## config.mk

```make
export PLATFORM = sky130hd
export DESIGN_NAME = screen_painter
export DESIGN_NICKNAME = d
export VERILOG_FILES = /design/src/rtl/screen_painter.sv
export SDC_FILE = /design/constraint.sdc
export NUM_CORES = 1
export LEC_CHECK = 0
export CELL_PAD_IN_SITES_DETAIL_PLACEMENT = 1
export CELL_PAD_IN_SITES_GLOBAL_PLACEMENT = 2
export CORE_ASPECT_RATIO = 2
export CORE_MARGIN = 8
export CORE_UTILIZATION = 29
export CTS_CLUSTER_SIZE = 20
export DETAILED_ROUTE_END_ITERATION = 7
export GPL_TIMING_DRIVEN = 1
export PLACE_DENSITY = 0.74
export SKIP_LAST_GASP = 1
export SLEW_MARGIN = 10
export SYNTH_ARGS = -nofsm -noshare
export SYNTH_HDL_FRONTEND = slang
export SYNTH_SLANG_ARGS = --single-unit
export TNS_END_PERCENT = 30
```

## constraint.sdc

```tcl
create_clock -name clk -period 1.8 [get_ports clk]
set_input_delay 0.54 -clock clk [delete_from_list [all_inputs] [get_ports clk]]
set_output_delay 0.54 -clock clk [all_outputs]
set_load 0.005 [all_outputs]
```

## src/rtl/screen_painter.sv

```systemverilog
// Full-screen background painter: raster-sweeps the ROM of the requested image
// and drives the VGA plot interface, then strobes a per-image done flag.
module screen_painter #(
  parameter int H_RES    = 160,
  parameter int V_RES    = 120,
  parameter int X_W      = 8,
  parameter int Y_W      = 7,
  parameter int ADDR_W   = 15,
  parameter int COLOUR_W = 3
) (
  input  logic                clk,
  input  logic                resetn,
  input  logic                drawStart,
  input  logic                drawMAP1,
  input  logic                drawMAP2,
  input  logic [COLOUR_W-1:0] rom_q_start,
  input  logic [COLOUR_W-1:0] rom_q_map1,
  input  logic [COLOUR_W-1:0] rom_q_map2,
  output logic [ADDR_W-1:0]   rom_addr,
  output logic [X_W-1:0]      vga_x,
  output logic [Y_W-1:0]      vga_y,
  output logic [COLOUR_W-1:0] vga_colour,
  output logic                vga_plot,
  output logic                drawStartDone,
  output logic                drawMAP1Done,
  output logic                drawMAP2Done,
  output logic                busy
);

  typedef enum logic [2:0] {IDLE, SWEEP, DRAIN, DONE, HOLD} state_t;
  typedef enum logic [1:0] {SEL_START, SEL_MAP1, SEL_MAP2} sel_t;

  state_t              state, state_nxt;
  sel_t                sel;
  logic [X_W-1:0]      x;
  logic [Y_W-1:0]      y;
  logic [ADDR_W-1:0]   addr;
  logic                any_req, last_col, last_row;

  logic                vld_p0;
  logic [X_W-1:0]      x_p0;
  logic [Y_W-1:0]      y_p0;

  function automatic logic [COLOUR_W-1:0] sel_colour(
    input sel_t s, input logic [COLOUR_W-1:0] q_start,
    input logic [COLOUR_W-1:0] q_map1, input logic [COLOUR_W-1:0] q_map2);
    case (s)
      SEL_MAP1: sel_colour = q_map1;
      SEL_MAP2: sel_colour = q_map2;
      default:  sel_colour = q_start;
    endcase
  endfunction

  assign any_req  = drawStart | drawMAP1 | drawMAP2;
  assign last_col = (x == X_W'(H_RES - 1));
  assign last_row = (y == Y_W'(V_RES - 1));
  assign rom_addr = addr;
  assign busy     = (state == SWEEP) || (state == DRAIN);

  always_comb begin
    state_nxt = state;
    case (state)
      IDLE:    if (any_req) state_nxt = SWEEP;
      SWEEP:   if (last_col && last_row) state_nxt = DRAIN;
      DRAIN:   state_nxt = DONE;
      DONE:    state_nxt = HOLD;
      HOLD:    if (!any_req) state_nxt = IDLE;
      default: state_nxt = IDLE;
    endcase
  end

  // Control: FSM, raster counters and image select; addr tracks y*H_RES+x incrementally
  always_ff @(posedge clk) begin
    if (!resetn) begin
      state <= IDLE;
      sel   <= SEL_START;
      x     <= '0;
      y     <= '0;
      addr  <= '0;
    end else begin
      state <= state_nxt;
      case (state)
        IDLE: begin
          if (any_req) begin
            if (drawStart)     sel <= SEL_START;
            else if (drawMAP1) sel <= SEL_MAP1;
            else               sel <= SEL_MAP2;
            x    <= '0;
            y    <= '0;
            addr <= '0;
          end
        end
        SWEEP: begin
          if (!(last_col && last_row)) begin
            addr <= addr + 1'b1;
            if (last_col) begin
              x <= '0;
              y <= y + 1'b1;
            end else begin
              x <= x + 1'b1;
            end
          end
        end
        default: ;
      endcase
    end
  end

  // Stage p0: coordinates wait alongside the 1-cycle ROM read
  always_ff @(posedge clk) begin
    if (!resetn) vld_p0 <= 1'b0;
    else         vld_p0 <= (state == SWEEP);
  end

  always_ff @(posedge clk) begin
    x_p0 <= x;
    y_p0 <= y;
  end

  // Stage p1: registered plot outputs and done strobes (outputs are cleared on reset)
  always_ff @(posedge clk) begin
    if (!resetn) begin
      vga_plot      <= 1'b0;
      vga_x         <= '0;
      vga_y         <= '0;
      vga_colour    <= '0;
      drawStartDone <= 1'b0;
      drawMAP1Done  <= 1'b0;
      drawMAP2Done  <= 1'b0;
    end else begin
      vga_plot <= vld_p0;
      if (vld_p0) begin
        vga_x      <= x_p0;
        vga_y      <= y_p0;
        vga_colour <= sel_colour(sel, rom_q_start, rom_q_map1, rom_q_map2);
      end
      drawStartDone <= (state == DONE) && (sel == SEL_START);
      drawMAP1Done  <= (state == DONE) && (sel == SEL_MAP1);
      drawMAP2Done  <= (state == DONE) && (sel == SEL_MAP2);
    end
  end

endmodule

```

### After elaboration in Yosys (flattened, before gate mapping)

Index checks and enable logic that the tools add are counted.
W data, S select, Z words.

* register bits: 73
* bits in latches: 0
* RAM bits: 0
* ROM bits: 0
* logic and storage cells: 63
* memories: 0

* $add $sub $neg: 3
* multiply operators: 0
* divide/modulo/power cells: 0
* order comparisons: 0
* eq/ne operators: 13
* shifts and indexed selects: 0
* multiplexer cells: 18
* bitwise gates (word level): 2
* reduce and logical (&&, ||, !) cells: 12

Operators with widths (number)
* $mux W15: 2
* $pmux W15 S2: 1
* $mux W8: 3
* $mux W7: 3
* $pmux W8 S2: 1
* $add A15 B1 Y15 const B: 1
* $pmux W3 S5: 1
* $pmux W7 S2: 1
* $ne A2 B2 Y1 const B: 5
* $mux W3: 3
* $add A8 B1 Y8 const B: 1
* $eq A8 B8 Y1 const B: 1
* $add A7 B1 Y7 const B: 1
* $eq A7 B7 Y1 const B: 1
* $eq A3 B2 Y1 const B: 2
* $pmux W3 S2: 1
* $reduce_and A3 Y1: 2
* $logic_and A1 B1 Y1: 4
* $mux W2: 2
* $reduce_and A4 Y1: 1
* $eq A3 B1 Y1 const B: 1
* $eq A3 B3 Y1 const B: 1
* $logic_not A3 Y1: 1
* $eq A2 B1 Y1 const B: 1
* other kinds (6): 7

### Longest topological paths before layout

Gate-level depths: netlist (run 1).

* word-level depth: 4
* depth in mapped cells: 7
* depth with buffers taken out: 6

### Worst setup path after synthesis (run 1)

Ideal clock, no wire load.

* kind: input port to flip-flop
* start point: input drawMAP1
* end point: register y[5]
* library setup time: 0.091 ns
* arrival: 1.731 ns
* path slack: -0.022 ns
* cell stages on the path: 5
* path through: or3_1 o21ai_2 buf_2 nor2_1 a311oi_1

* cells in the longest elaborated chain, start to end: 4

Ends and longest elaborated chain
* from (decl): line 14 `input logic drawMAP1,`
* $or A1 B1 Y1 (2 in series): line 54 `assign any_req = drawStart | drawMAP1 | drawMAP2;`
* $ne A2 B2 Y1 (no source line)
* $reduce_and A4 Y1 (no source line)
* to (signal assigned): line 98 `y <= y + 1'b1;`
* to (decl): line 36 `logic [Y_W-1:0] y;`

Every way passes these cells.
A chain may end at the register's enable or synchronous reset.

### Worst setup path after layout (run 1)

* start point: register addr[6] (netlist: rom_addr[6])
* end point: output rom_addr[6]

RTL lines
* from (decl): line 37 `logic [ADDR_W-1:0] addr;`
* from (signal assigned): line 95 `addr <= addr + 1'b1;`
* to (decl): line 19 `output logic [ADDR_W-1:0] rom_addr,`

No word-level cell between the ends.

==> results.md, run 1 <==
* Period utilization at 1.03
* R2r endpoint: x[5]
* Crit-path max FO at 5
* Drt first-iter violations at 64
* Failing checks: negative setup slack
* WL/cell at 16.0 um
* Sequential share of power at 0.447
* Crit Path Class: flip-flop to primary output
* Core area at 0.0100 mm2
* Detailed Place HPWL at 6850 um
* Largest net degree at the start of global routing at 21
* Clock skew at 5.47 ps
* Worst-Margin Slew at 498 ps
* Slew HR at 0.666
* Critical Path RT at 1260 ps
* CP Buf/Inv Count at 1
* HP Start: x[6]
* CTS root buf: clkbuf_16
* Hold WS at 397 ps
* Final net count at 444
* Final worst-path setup slack at -47.2 ps
* TNS Setup at -203 ps
* Gpl congestion at 0.794
* Die Wd at 87.6 um
* Worst VDD drop at 439 uV
* Worst reg-to-reg setup slack at -30 ps
* Total grt overflow at 0
* TritonCTS clock tree: done
* R2R Path Start: x[1]
* Slowest CP cell: clkdlybuf4s50_1
* Layout area overhead at 48.3%
* NetSw at 0.814 mW
* Leakage at 1.73 nW
* R2R depth at 7
* Number of port buffers at 51
* Vias/cell at 4.90
* Post-synth EDFFs at 0
* Skew-Pair Late Insertion Delay at 330 ps
* Clk buf depth at 2
* Pins over their slew limit at 0
* Post-Syn Instances at 321
* Num rows at 52
* Ratio of cells with drive above 1 in the final layout at 0.232
* Starting Density at 0.296
* Final instance area at 0.00440 mm2
* Post-synthesis cell area at 0.00297 mm2
* Nature of the critical path endpoint: primary output
* Worst path max stage delay at 560 ps
* GRT Util Overall at 0.131
* DRC at 0
* Yosys synthesis warning count at 0
* Final wirelength at 9000 um
* Number of global-route vias before repair at 2909
* PwrDens at 840 mW/mm2
* Async S/R FF share, synth at 0
* Multi-input combinational cell area at 0.00152 mm2
* Initial antenna violation count at 0
* Syn avg cell area at 9.25 um2
* Register area at 0.00148 mm2
* Status: complete, but fails checks
* Number of setup violations in the final report at 8
* Max Cap Viol at 0
* Die Area at 0.0139 mm2
* Clock power frac at 0.465
* Register area share after synthesis at 0.492
* Switching portion of total power at 0.220
* Via count at 2752
* Drt first pass iters at 4
* Detail Route Antenna Nets at 0
* Ports at 52
* CTS Buf Count at 9
* Fin crit period at 1850 ps
* Antenna Cells at 0
* Yosys top cell by area: dfxtp_1
* Min-delay worst type: flip-flop to flip-flop
* Hold-fix buffers, CTS at 0
* Die Ht at 159 um
* Delay-heaviest family, CP: buffers and inverters
* Clock slew at reported path FFs at 50 ps
* H-tree Lvls at 3
* Fmax at 0.541 GHz
* Pint at 2.88 mW
* Synth unique cells at 44
* Sink Count at 73
* Largest cells by area after synthesis: dfxtp_1 (49%), mux2i_1 (6.1%), nor2_1 (5.1%), a21oi_1 (4.4%), nand3_1 (3.2%)
* Ys flop type: dfxtp_1
* Startpoint types: flip-flop
* Comb pwr share at 0.088
* Synthesized flop and latch total at 73
* Hold depth at 0
* RSZ-0062 raised after global routing: yes
* CP cell instances: clkdlybuf4s50_1
* Hold path endpoint: x_p0[6]
* Final hold violation count at 0
* CP arrival at 1310 ps
* First-pass GRT wire length at 14200 um
* DP Area at 0.00395 mm2
* Syn Nets at 341
* Fillcell total at 1191
* Area share of the largest cell type after synthesis at 0.492
[power groups by stage]
stage	registers, mW	logic [mW]	clock network [mW]
2_1_floorplan	1.69	0.153	0
3_3_place_gp	1.69	0.308	0
3_5_place_dp	1.69	0.314	0
4_1_cts	1.65	0.319	1.77
5_1_grt	1.66	0.352	1.82
6_report	1.65	0.324	1.72
[state kept, by name, summed over array words and instances, names as in the netlist, 7 cells and up]
name / flops
x_p0: 8
vga_y: 7
y_p0: 7
x: 8
vga_x: 8
y: 7
rom_addr: 15
[worst register-to-register path: stages, from the launching register on]
cell      delay [ps]
dfxtp_2          320
ha_2             190
nand3b_1         200
nor4_4            60
buf_6            130
a21o_4           240
or4_1            480
a21oi_1          150
[layout make-up]
class,instances,share of cell area
repair buffers,105,0.211
multi-input cells,229,0.346
flip-flops and latches,73,0.335
inverters,6,0.00511
clock buffers,11,0.0551
clock inverters,3,0.00966
well taps,135,0.0384
[Yosys cell counts (7+ instances only)]
| library cell | n |
|---|---|
| o21ai_0 | 7 |
| nand3_1 | 19 |
| a31oi_1 | 8 |
| a21oi_1 | 26 |
| mux2i_1 | 18 |
| nor2_1 | 40 |
| clkbuf_1 | 8 |
| dfxtp_1 | 73 |
| nand2_1 | 23 |
| o21ai_1 | 8 |
[layer usage]
layer	vias up	global-route usage	share of wire
li1	1363	-	-
met5	-	0	0
met1	1336	0.119	0.37
met4	0	0.0671	0.019
met2	42	0.255	0.58
met3	11	0.0274	0.029
[how the worst max path moves through the flow]
stage,startpoint,end,slack [ps],cells after the start
5_1_grt,x[1],y[2],-80,7
2_1_floorplan,drawMAP1,y[5],-20,5
4_1_cts,rom_addr[8],rom_addr[8],-90,1
3_3_place_gp,drawMAP1,x[7],-450,7
3_5_place_dp,drawMAP1,rom_addr[14],-540,6
6_report,rom_addr[6],rom_addr[6],-50,1
[cell families (layout without fill, tap and decap cells)]
group,count (synthesis),in the layout,share of synthesized area
XOR/XNOR,2,2,0.00590
AO/OA/AOI/OAI,78,78,0.167
buffers and inverters,19,125,0.0291
AND/OR/NAND/NOR,125,125,0.220
adder cells (fa/ha/maj),6,6,0.0253
multiplexers,18,18,0.0607
flip-flops,73,73,0.492
[cell usage in the layout (no fill, tap or decap), types with 3 or more instances in the layout]
master and n:
a21oi_2 3, nor3_1 5, and2_1 5, nand3_1 19, o211ai_1 3, nand2_1 21
o31ai_1 4, buf_4 51, or3_1 3, a21oi_1 24, o21a_1 4, o21ai_0 7
a22oi_1 3, dfxtp_1 66, or4_1 4, buf_6 3, ha_1 4, a41oi_1 3
clkbuf_16 9, inv_1 6, dfxtp_2 5, mux2i_1 18, a31oi_1 7, nor2_1 38
and3_1 5, clkdlybuf4s50_1 45, o21ai_1 8, nand2b_1 4, dlygate4sd2_1 3
[stage by stage]
stage	cells	util	total power, mW	worst slack (ps)
floorplan	321	-	1.84	-15.7
global placement	542	0.394	2.00	-455
detailed placement	542	0.394	2.00	-535
CTS	559	0.430	3.74	-87.6
global route	562	0.440	3.83	-84.0
finish	562	0.440	3.70	-47.2
[timing repair]
action / CTS / global route
setup endpoints to repair: 44 / 31
buffers inserted: 3 / 3
pin swaps: 8 / 7
resized for setup: 17 / 22
No activity file was read; power rests on OpenSTA's default activity.
==> run 2, diff against run 1 <==
--- a/config.mk
+++ b/config.mk
@@ -15,7 +15,6 @@
 export GPL_TIMING_DRIVEN = 1
 export PLACE_DENSITY = 0.74
 export SKIP_LAST_GASP = 1
-export SLEW_MARGIN = 10
 export SYNTH_ARGS = -nofsm -noshare
 export SYNTH_HDL_FRONTEND = slang
 export SYNTH_SLANG_ARGS = --single-unit
==> results of run 2 <==
Final layout, timing and power as in run 1 (identical DEF).
==> run 3, diff against run 2 <==
--- a/config.mk
+++ b/config.mk
@@ -15,6 +15,7 @@
 export GPL_TIMING_DRIVEN = 1
 export PLACE_DENSITY = 0.74
 export SKIP_LAST_GASP = 1
+export SLEW_MARGIN = 20
 export SYNTH_ARGS = -nofsm -noshare
 export SYNTH_HDL_FRONTEND = slang
 export SYNTH_SLANG_ARGS = --single-unit
==> results of run 3 <==
Final layout, timing and power as in run 1 (identical DEF).
